`src/rtl/ps2_mouse_device.sv`:
```
// Device-side PS/2 mouse: generates the PS/2 clock, answers host commands and streams 3-byte packets.
// Optional macro PS2_MOUSE_SYNC_EN adds 2-flop synchronizers on ps2c_in/ps2d_in.
module ps2_mouse_device #(
  parameter int CLK_DIV = 1250
) (
  input  logic              clk,
  input  logic              rst,
  input  logic              ps2c_in,
  input  logic              ps2d_in,
  output logic              ps2c_oe,
  output logic              ps2d_oe,
  input  logic              mv_valid,
  output logic              mv_ready,
  input  logic signed [8:0] mv_dx,
  input  logic signed [8:0] mv_dy,
  input  logic        [2:0] mv_btn,
  output logic              streaming,
  output logic              cmd_valid,
  output logic        [7:0] cmd_byte,
  output logic              rx_err
);

  typedef enum logic [2:0] {IDLE, TX_BIT, TX_GAP, RX_RTS, RX_BIT, RX_ACK} state_t;

  localparam logic [15:0] DIV_M1 = 16'(CLK_DIV - 1);
  localparam logic [15:0] GAP_M1 = 16'(2 * CLK_DIV - 1);

  function automatic logic [10:0] tx_frame(input logic [7:0] b);
    return {1'b1, ~^b, b, 1'b0};
  endfunction

  function automatic logic [7:0] pkt_head(input logic [8:0] dx, input logic [8:0] dy,
                                          input logic [2:0] btn);
    return {2'b00, dy[8], dx[8], 1'b1, btn};
  endfunction

  state_t      r_state;
  logic [15:0] r_cnt;
  logic [3:0]  r_bit;
  logic        r_phase;
  logic [10:0] r_frame;
  logic [9:0]  r_rx;
  logic [7:0]  r_q [3];
  logic [1:0]  r_qcnt;
  logic        r_clow;
  logic        r_c_oe;
  logic        r_d_oe;
  logic        r_stream;
  logic        r_cmd_valid;
  logic [7:0]  r_cmd_byte;
  logic        r_rx_err;

  logic w_c;
  logic w_d;
  logic w_cok;
  logic w_rts;
  logic w_hs;
  logic w_rx_good;

`ifdef PS2_MOUSE_SYNC_EN
  logic [1:0] r_c_sync;
  logic [1:0] r_d_sync;
  always_ff @(posedge clk) begin
    if (rst) begin
      r_c_sync <= 2'b11;
      r_d_sync <= 2'b11;
    end else begin
      r_c_sync <= {r_c_sync[0], ps2c_in};
      r_d_sync <= {r_d_sync[0], ps2d_in};
    end
  end
  assign w_c   = r_c_sync[1];
  assign w_d   = r_d_sync[1];
  // Our own clock release needs two cycles to show up through the synchronizer.
  assign w_cok = (r_cnt > 16'd1);
`else
  assign w_c   = ps2c_in;
  assign w_d   = ps2d_in;
  assign w_cok = 1'b1;
`endif

  assign w_rts     = r_clow & w_c & ~w_d;
  assign w_rx_good = (^r_rx[8:0]) & r_rx[9];
  assign mv_ready  = r_stream & (r_state == IDLE) & (r_qcnt == 2'd0) & w_c;
  assign w_hs      = mv_valid & mv_ready;

  assign ps2c_oe   = r_c_oe;
  assign ps2d_oe   = r_d_oe;
  assign streaming = r_stream;
  assign cmd_valid = r_cmd_valid;
  assign cmd_byte  = r_cmd_byte;
  assign rx_err    = r_rx_err;

  always_ff @(posedge clk) begin
    if (rst) begin
      r_state     <= IDLE;
      r_cnt       <= 16'd0;
      r_bit       <= 4'd0;
      r_phase     <= 1'b0;
      r_qcnt      <= 2'd0;
      r_clow      <= 1'b0;
      r_c_oe      <= 1'b0;
      r_d_oe      <= 1'b0;
      r_stream    <= 1'b0;
      r_cmd_valid <= 1'b0;
      r_cmd_byte  <= 8'd0;
      r_rx_err    <= 1'b0;
    end else begin
      r_cmd_valid <= 1'b0;
      r_rx_err    <= 1'b0;
      // Remember a host-driven clock low; our own pulls do not count.
      if (!w_c && !r_c_oe) r_clow <= 1'b1;
      else if (w_c)        r_clow <= 1'b0;

      case (r_state)
        IDLE: begin
          r_c_oe  <= 1'b0;
          r_d_oe  <= 1'b0;
          r_cnt   <= 16'd0;
          r_bit   <= 4'd0;
          r_phase <= 1'b0;
          if (w_hs) begin
            r_q[0] <= pkt_head(mv_dx, mv_dy, mv_btn);
            r_q[1] <= mv_dx[7:0];
            r_q[2] <= mv_dy[7:0];
            r_qcnt <= 2'd3;
          end
          if (w_rts) begin
            r_state <= RX_RTS;
          end else if ((r_qcnt != 2'd0) && w_c) begin
            r_frame <= tx_frame(r_q[0]);
            r_d_oe  <= 1'b1;
            r_state <= TX_BIT;
          end
        end

        TX_BIT: begin
          r_cnt <= r_cnt + 16'd1;
          if (!r_phase) begin
            if (!w_c && w_cok) begin
              r_c_oe  <= 1'b0;
              r_d_oe  <= 1'b0;
              r_state <= IDLE;
            end else if (r_cnt == DIV_M1) begin
              r_cnt   <= 16'd0;
              r_phase <= 1'b1;
              r_c_oe  <= 1'b1;
            end
          end else if (r_cnt == DIV_M1) begin
            r_cnt   <= 16'd0;
            r_phase <= 1'b0;
            r_c_oe  <= 1'b0;
            if (r_bit == 4'd10) begin
              r_d_oe  <= 1'b0;
              r_state <= TX_GAP;
            end else begin
              r_bit   <= r_bit + 4'd1;
              r_frame <= r_frame >> 1;
              r_d_oe  <= ~r_frame[1];
            end
          end
        end

        TX_GAP: begin
          r_cnt <= r_cnt + 16'd1;
          if (w_rts) begin
            r_cnt   <= 16'd0;
            r_state <= RX_RTS;
          end else if (r_cnt == GAP_M1) begin
            r_q[0]  <= r_q[1];
            r_q[1]  <= r_q[2];
            r_qcnt  <= r_qcnt - 2'd1;
            r_state <= IDLE;
          end
        end

        RX_RTS: begin
          r_cnt <= r_cnt + 16'd1;
          if (r_cnt == DIV_M1) begin
            r_cnt   <= 16'd0;
            r_c_oe  <= 1'b1;
            r_phase <= 1'b1;
            r_bit   <= 4'd0;
            r_state <= RX_BIT;
          end
        end

        RX_BIT: begin
          r_cnt <= r_cnt + 16'd1;
          if (r_cnt == DIV_M1) begin
            r_cnt <= 16'd0;
            if (r_phase) begin
              r_c_oe  <= 1'b0;
              r_phase <= 1'b0;
              r_rx    <= {w_d, r_rx[9:1]};
            end else begin
              r_c_oe  <= 1'b1;
              r_phase <= 1'b1;
              if (r_bit == 4'd9) begin
                r_d_oe  <= 1'b1;
                r_state <= RX_ACK;
              end else begin
                r_bit <= r_bit + 4'd1;
              end
            end
          end
        end

        RX_ACK: begin
          r_cnt <= r_cnt + 16'd1;
          if (r_cnt == DIV_M1) begin
            r_cnt <= 16'd0;
            if (r_phase) begin
              r_c_oe  <= 1'b0;
              r_d_oe  <= 1'b0;
              r_phase <= 1'b0;
            end else begin
              r_state <= IDLE;
              // Any pending reply or packet is replaced by the answer to this byte.
              if (w_rx_good) begin
                r_cmd_valid <= 1'b1;
                r_cmd_byte  <= r_rx[7:0];
                r_q[0]      <= 8'hFA;
                r_qcnt      <= 2'd1;
                case (r_rx[7:0])
                  8'hFF: begin
                    r_q[1]   <= 8'hAA;
                    r_q[2]   <= 8'h00;
                    r_qcnt   <= 2'd3;
                    r_stream <= 1'b0;
                  end
                  8'hF4:        r_stream <= 1'b1;
                  8'hF5, 8'hF6: r_stream <= 1'b0;
                  default: ;
                endcase
              end else begin
                r_rx_err <= 1'b1;
                r_q[0]   <= 8'hFE;
                r_qcnt   <= 2'd1;
              end
            end
          end
        end

        default: r_state <= IDLE;
      endcase
    end
  end

endmodule

```
`config.mk`:
```
export PLATFORM = sky130hd
export DESIGN_NAME = ps2_mouse_device
export DESIGN_NICKNAME = d
export VERILOG_FILES = /design/src/rtl/ps2_mouse_device.sv
export SDC_FILE = /design/constraint.sdc
export NUM_CORES = 1
export LEC_CHECK = 0
export ABC_CLOCK_PERIOD_IN_PS = 2400
export CAP_MARGIN = 10
export CELL_PAD_IN_SITES_DETAIL_PLACEMENT = 1
export CELL_PAD_IN_SITES_GLOBAL_PLACEMENT = 1
export CORE_MARGIN = 2
export CORE_UTILIZATION = 41
export DETAILED_ROUTE_END_ITERATION = 16
export MAX_ROUTING_LAYER = met4
export PLACE_DENSITY = 0.88
export SLEW_MARGIN = 5
export SYNTH_ARGS = -nofsm -noshare
export SYNTH_HDL_FRONTEND = slang
export SYNTH_SLANG_ARGS = --single-unit
```
`constraint.sdc`:
```
create_clock -name clk -period 2.4 [get_ports clk]
set_input_delay 0.48 -clock clk [delete_from_list [all_inputs] [get_ports clk]]
set_output_delay 0.48 -clock clk [all_outputs]
set_load 0.03 [all_outputs]
```
==> impl_metrics.csv <==
group,metric,value,unit
status,status,"completed",
setup_path,cp-start-kind,"flop",
clocking,cts.sinks,84,
place,hpwl,9310,microns
yosys,synth.distinct_cells,67,
global_routing,grt_util_all_layers,0.241,
sta,relSlewSlack,0.703,
place,numPortBuffers,39,
sta,rsz0062_at_grt,"true",
detailed_routing,ant_nets,0,
sta,worstMarginPinSlew,445,ps
yosys,yosys_warnings,0,
detailed_routing,routed_wirelength,13100,microns
floorplan,core-area,10300,sq um
yosys,synth_seq_cells,84,
job,max-cap-violations,0,
global_routing,grt_pass1_wl,20800,microns
clocking,cts_tree,"built",
sta,fin_crit_sh,0.989,
yosys,avgSynthCellArea,10.0,sq um
layout,final_nets,559,
setup_path,arrival,2630,ps
global_routing,antenna_found_initial,0,
sta,fmax,421,MHz
yosys,ys_seq_area_frac,0.474,
yosys,syn-cell-area,4310,sq um
layout,diodes,0,
sta,finalSetupViolations,0,
floorplan,die_h,107,microns
power,total_power,3.41,mW
sta,fin_hold_ws,470,ps
yosys,synthCells,430,
setup_path,cp.required,2660,ps
detailed_routing,routedWlPerCell,19.8,microns
detailed_routing,drtIter0Drc,223,
yosys,synthFlopType,"dfxtp_1",
detailed_routing,route.vias.total,3857,
floorplan,dieWidth,107,microns
detailed_routing,viasPerCell,5.84,
clocking,numCtsBuffers,9,
sta,fin_crit,2370,ps
power,vdd_drop_max,0.262,mV
floorplan,io-pin-count,40,
floorplan,dieArea,11300,sq um
setup_path,crit_path_end_kind,"flop",
hold_path,hold_class,"reg2reg",
sta,finalMaxSlewViolations,0,
setup_path,worst-setup-path-type,"reg2reg",
detailed_routing,route.detailed.drc,0,
yosys,synth_edf_count,36,
power,p_leak,2.16,nW
sta,tns,0,ps
sta,fin_ws,25.3,ps
clocking,cts_buffer_depth,2,
yosys,async_reset_ff_frac,0,
layout,drive_gt1_frac,0.231,
place,dp_slack,-150,ps
clocking,cts_root_buffer,"clkbuf_8",
clocking,cts.clk_slew.worst_paths,90,ps
global_routing,grt_max_degree,21,
layout,stdcell_count,660,
global_routing,grt_pass1_vias,4052,
yosys,syn-num-nets,470,
setup_path,cp_max_fo,3,
floorplan,rows,37,
place,routabilityCongestion,0.863,
floorplan,start_util,0.419,
place,dp.cells,641,
layout,area_growth,29.7,%
detailed_routing,drt_first_pass_iters,5,
sta,fin_skew,14.8,ps
sta,hold_viol,0,
clocking,clk_latency,370,ps
global_routing,grt-ovfl-total,0,
clocking,cts_htree_levels,3,
power,pwr_density_cell,610,nW/um^2
==> where the power goes <==
group / switching (mW) / internal (mW) / leakage (nW) / total (mW)
Combinational: 0.441 / 0.398 / 1.37 / 0.839
Sequential: 0.0485 / 1.57 / 0.716 / 1.62
Clock: 0.569 / 0.385 / 0.0795 / 0.955
==> layout make-up <==
class | count | area (sq um)
sequential | 84 | 2050
clock buffer | 10 | 128
fill | 1143 | 4690
timing repair buffer | 96 | 822
inverter | 21 | 78.8
clock inverter | 6 | 48.8
multi-input combinational | 307 | 2290
tap | 136 | 170
==> per-stage QoR <==
step | instance area, sq um | utilization
after CTS | 5460 | 0.531
final | 5590 | 0.544
after global placement | 5220 | 0.508
after detailed placement | 5220 | 0.508
after floorplan | 4320 | -
after global routing | 5590 | 0.544
==> final timing paths <==
kind / depth (start not counted) / startpoint / to / slack [ps]
hold reg to reg: 2 / r_q[1][3] / r_q[0][3] / 470
hold / removal: 2 / r_q[1][3] / r_q[0][3] / 470
setup / recovery: 5 / r_cnt[14] / r_state[0] / 30
setup reg to reg: 5 / r_cnt[14] / r_state[0] / 30
==> layer usage <==
layer | part of all wire | GRT usage | vias to the layer above
li1 | - | - | 1786
met1 | 0.41 | 0.288 | 1894
met2 | 0.51 | 0.409 | 145
met3 | 0.047 | 0.0282 | 32
met4 | 0.028 | 0.109 | 0
met5 | 0 | - | -
==> cells by family after synthesis <==
logic type / synth area share
AOI/OAI and AO/OA: 0.148
xor gates and xnor gates: 0.0398
adders and majority gates: 0.0407
buffers and inverters: 0.0343
DFF: 0.474
muxes: 0.0476
and+or+nand+nor: 0.215
==> cells in the mapped netlist (3+ instances only) <==
cell        n  area share
clkbuf_1   15       0.013
nor2_1     38       0.033
a211oi_1    5      0.0087
nand2b_1    7       0.010
nor3b_1     5      0.0087
nor4_1      6      0.0087
a31oi_1     4      0.0058
and2_1     13       0.019
nand3_1    14       0.016
o311ai_0    4      0.0081
and3_1      4      0.0058
a21o_1      6       0.010
nor2b_1     5      0.0073
dfxtp_1    48        0.22
xor2_1      7       0.014
or4_1       4      0.0070
nand2_1    30       0.026
and4b_1     3      0.0070
a211o_1     3      0.0061
o22ai_1     7       0.010
a2bb2oi_1   3      0.0061
mux2_2      8       0.021
edfxtp_1   36        0.25
nand4_1     8       0.012
and4_1      5       0.010
o22a_1      5       0.010
o21a_1      3      0.0052
ha_1       14       0.041
mux2i_1    10       0.023
xnor2_1    10       0.020
inv_1      20       0.017
nor3_1     10       0.012
o211ai_1    3      0.0052
o21ai_0    13       0.015
a21oi_1    11       0.013
or4bb_1     3      0.0078
==> placed cells by master, fill, tap and decap left out, drive strengths merged, types with 8 or more instances in the layout <==
cell type       n
edfxtp         36
nand2          30
clkdlybuf4s50  37
buf            58
nand4           8
xnor2          10
nand3          14
a21oi          11
mux2i          10
o21ai          14
nor3           11
nor2           38
mux2            9
inv            22
clkbuf         10
dfxtp          48
and2           13
ha             14
==> registers in the layout, summed over array words and instances, names as in the netlist, 2 cells and up <==
| name | count |
|---|---|
| r_frame | 10 |
| r_q | 24 |
| r_state | 3 |
| r_bit | 4 |
| r_rx | 10 |
| r_qcnt | 2 |
| cmd_byte | 8 |
| r_cnt | 16 |
==> worst max-delay path, stage by stage (launching register included) <==
cell and delay (ps):
dfxtp_2 330, or4_4 540, or4_4 570, a21o_1 200
a211o_1 310, mux2_4 320
==> what timing repair did <==
action                                  4_1_cts  5_1_grt
endpoints found under the setup margin       26       31
hold buffers                                  0        0
pin swaps                                     2        1
setup buffers                                 2        1
gates cloned                                  0        0
resized for setup                            12       27
Note: power is estimated with default switching activity, not from simulation.
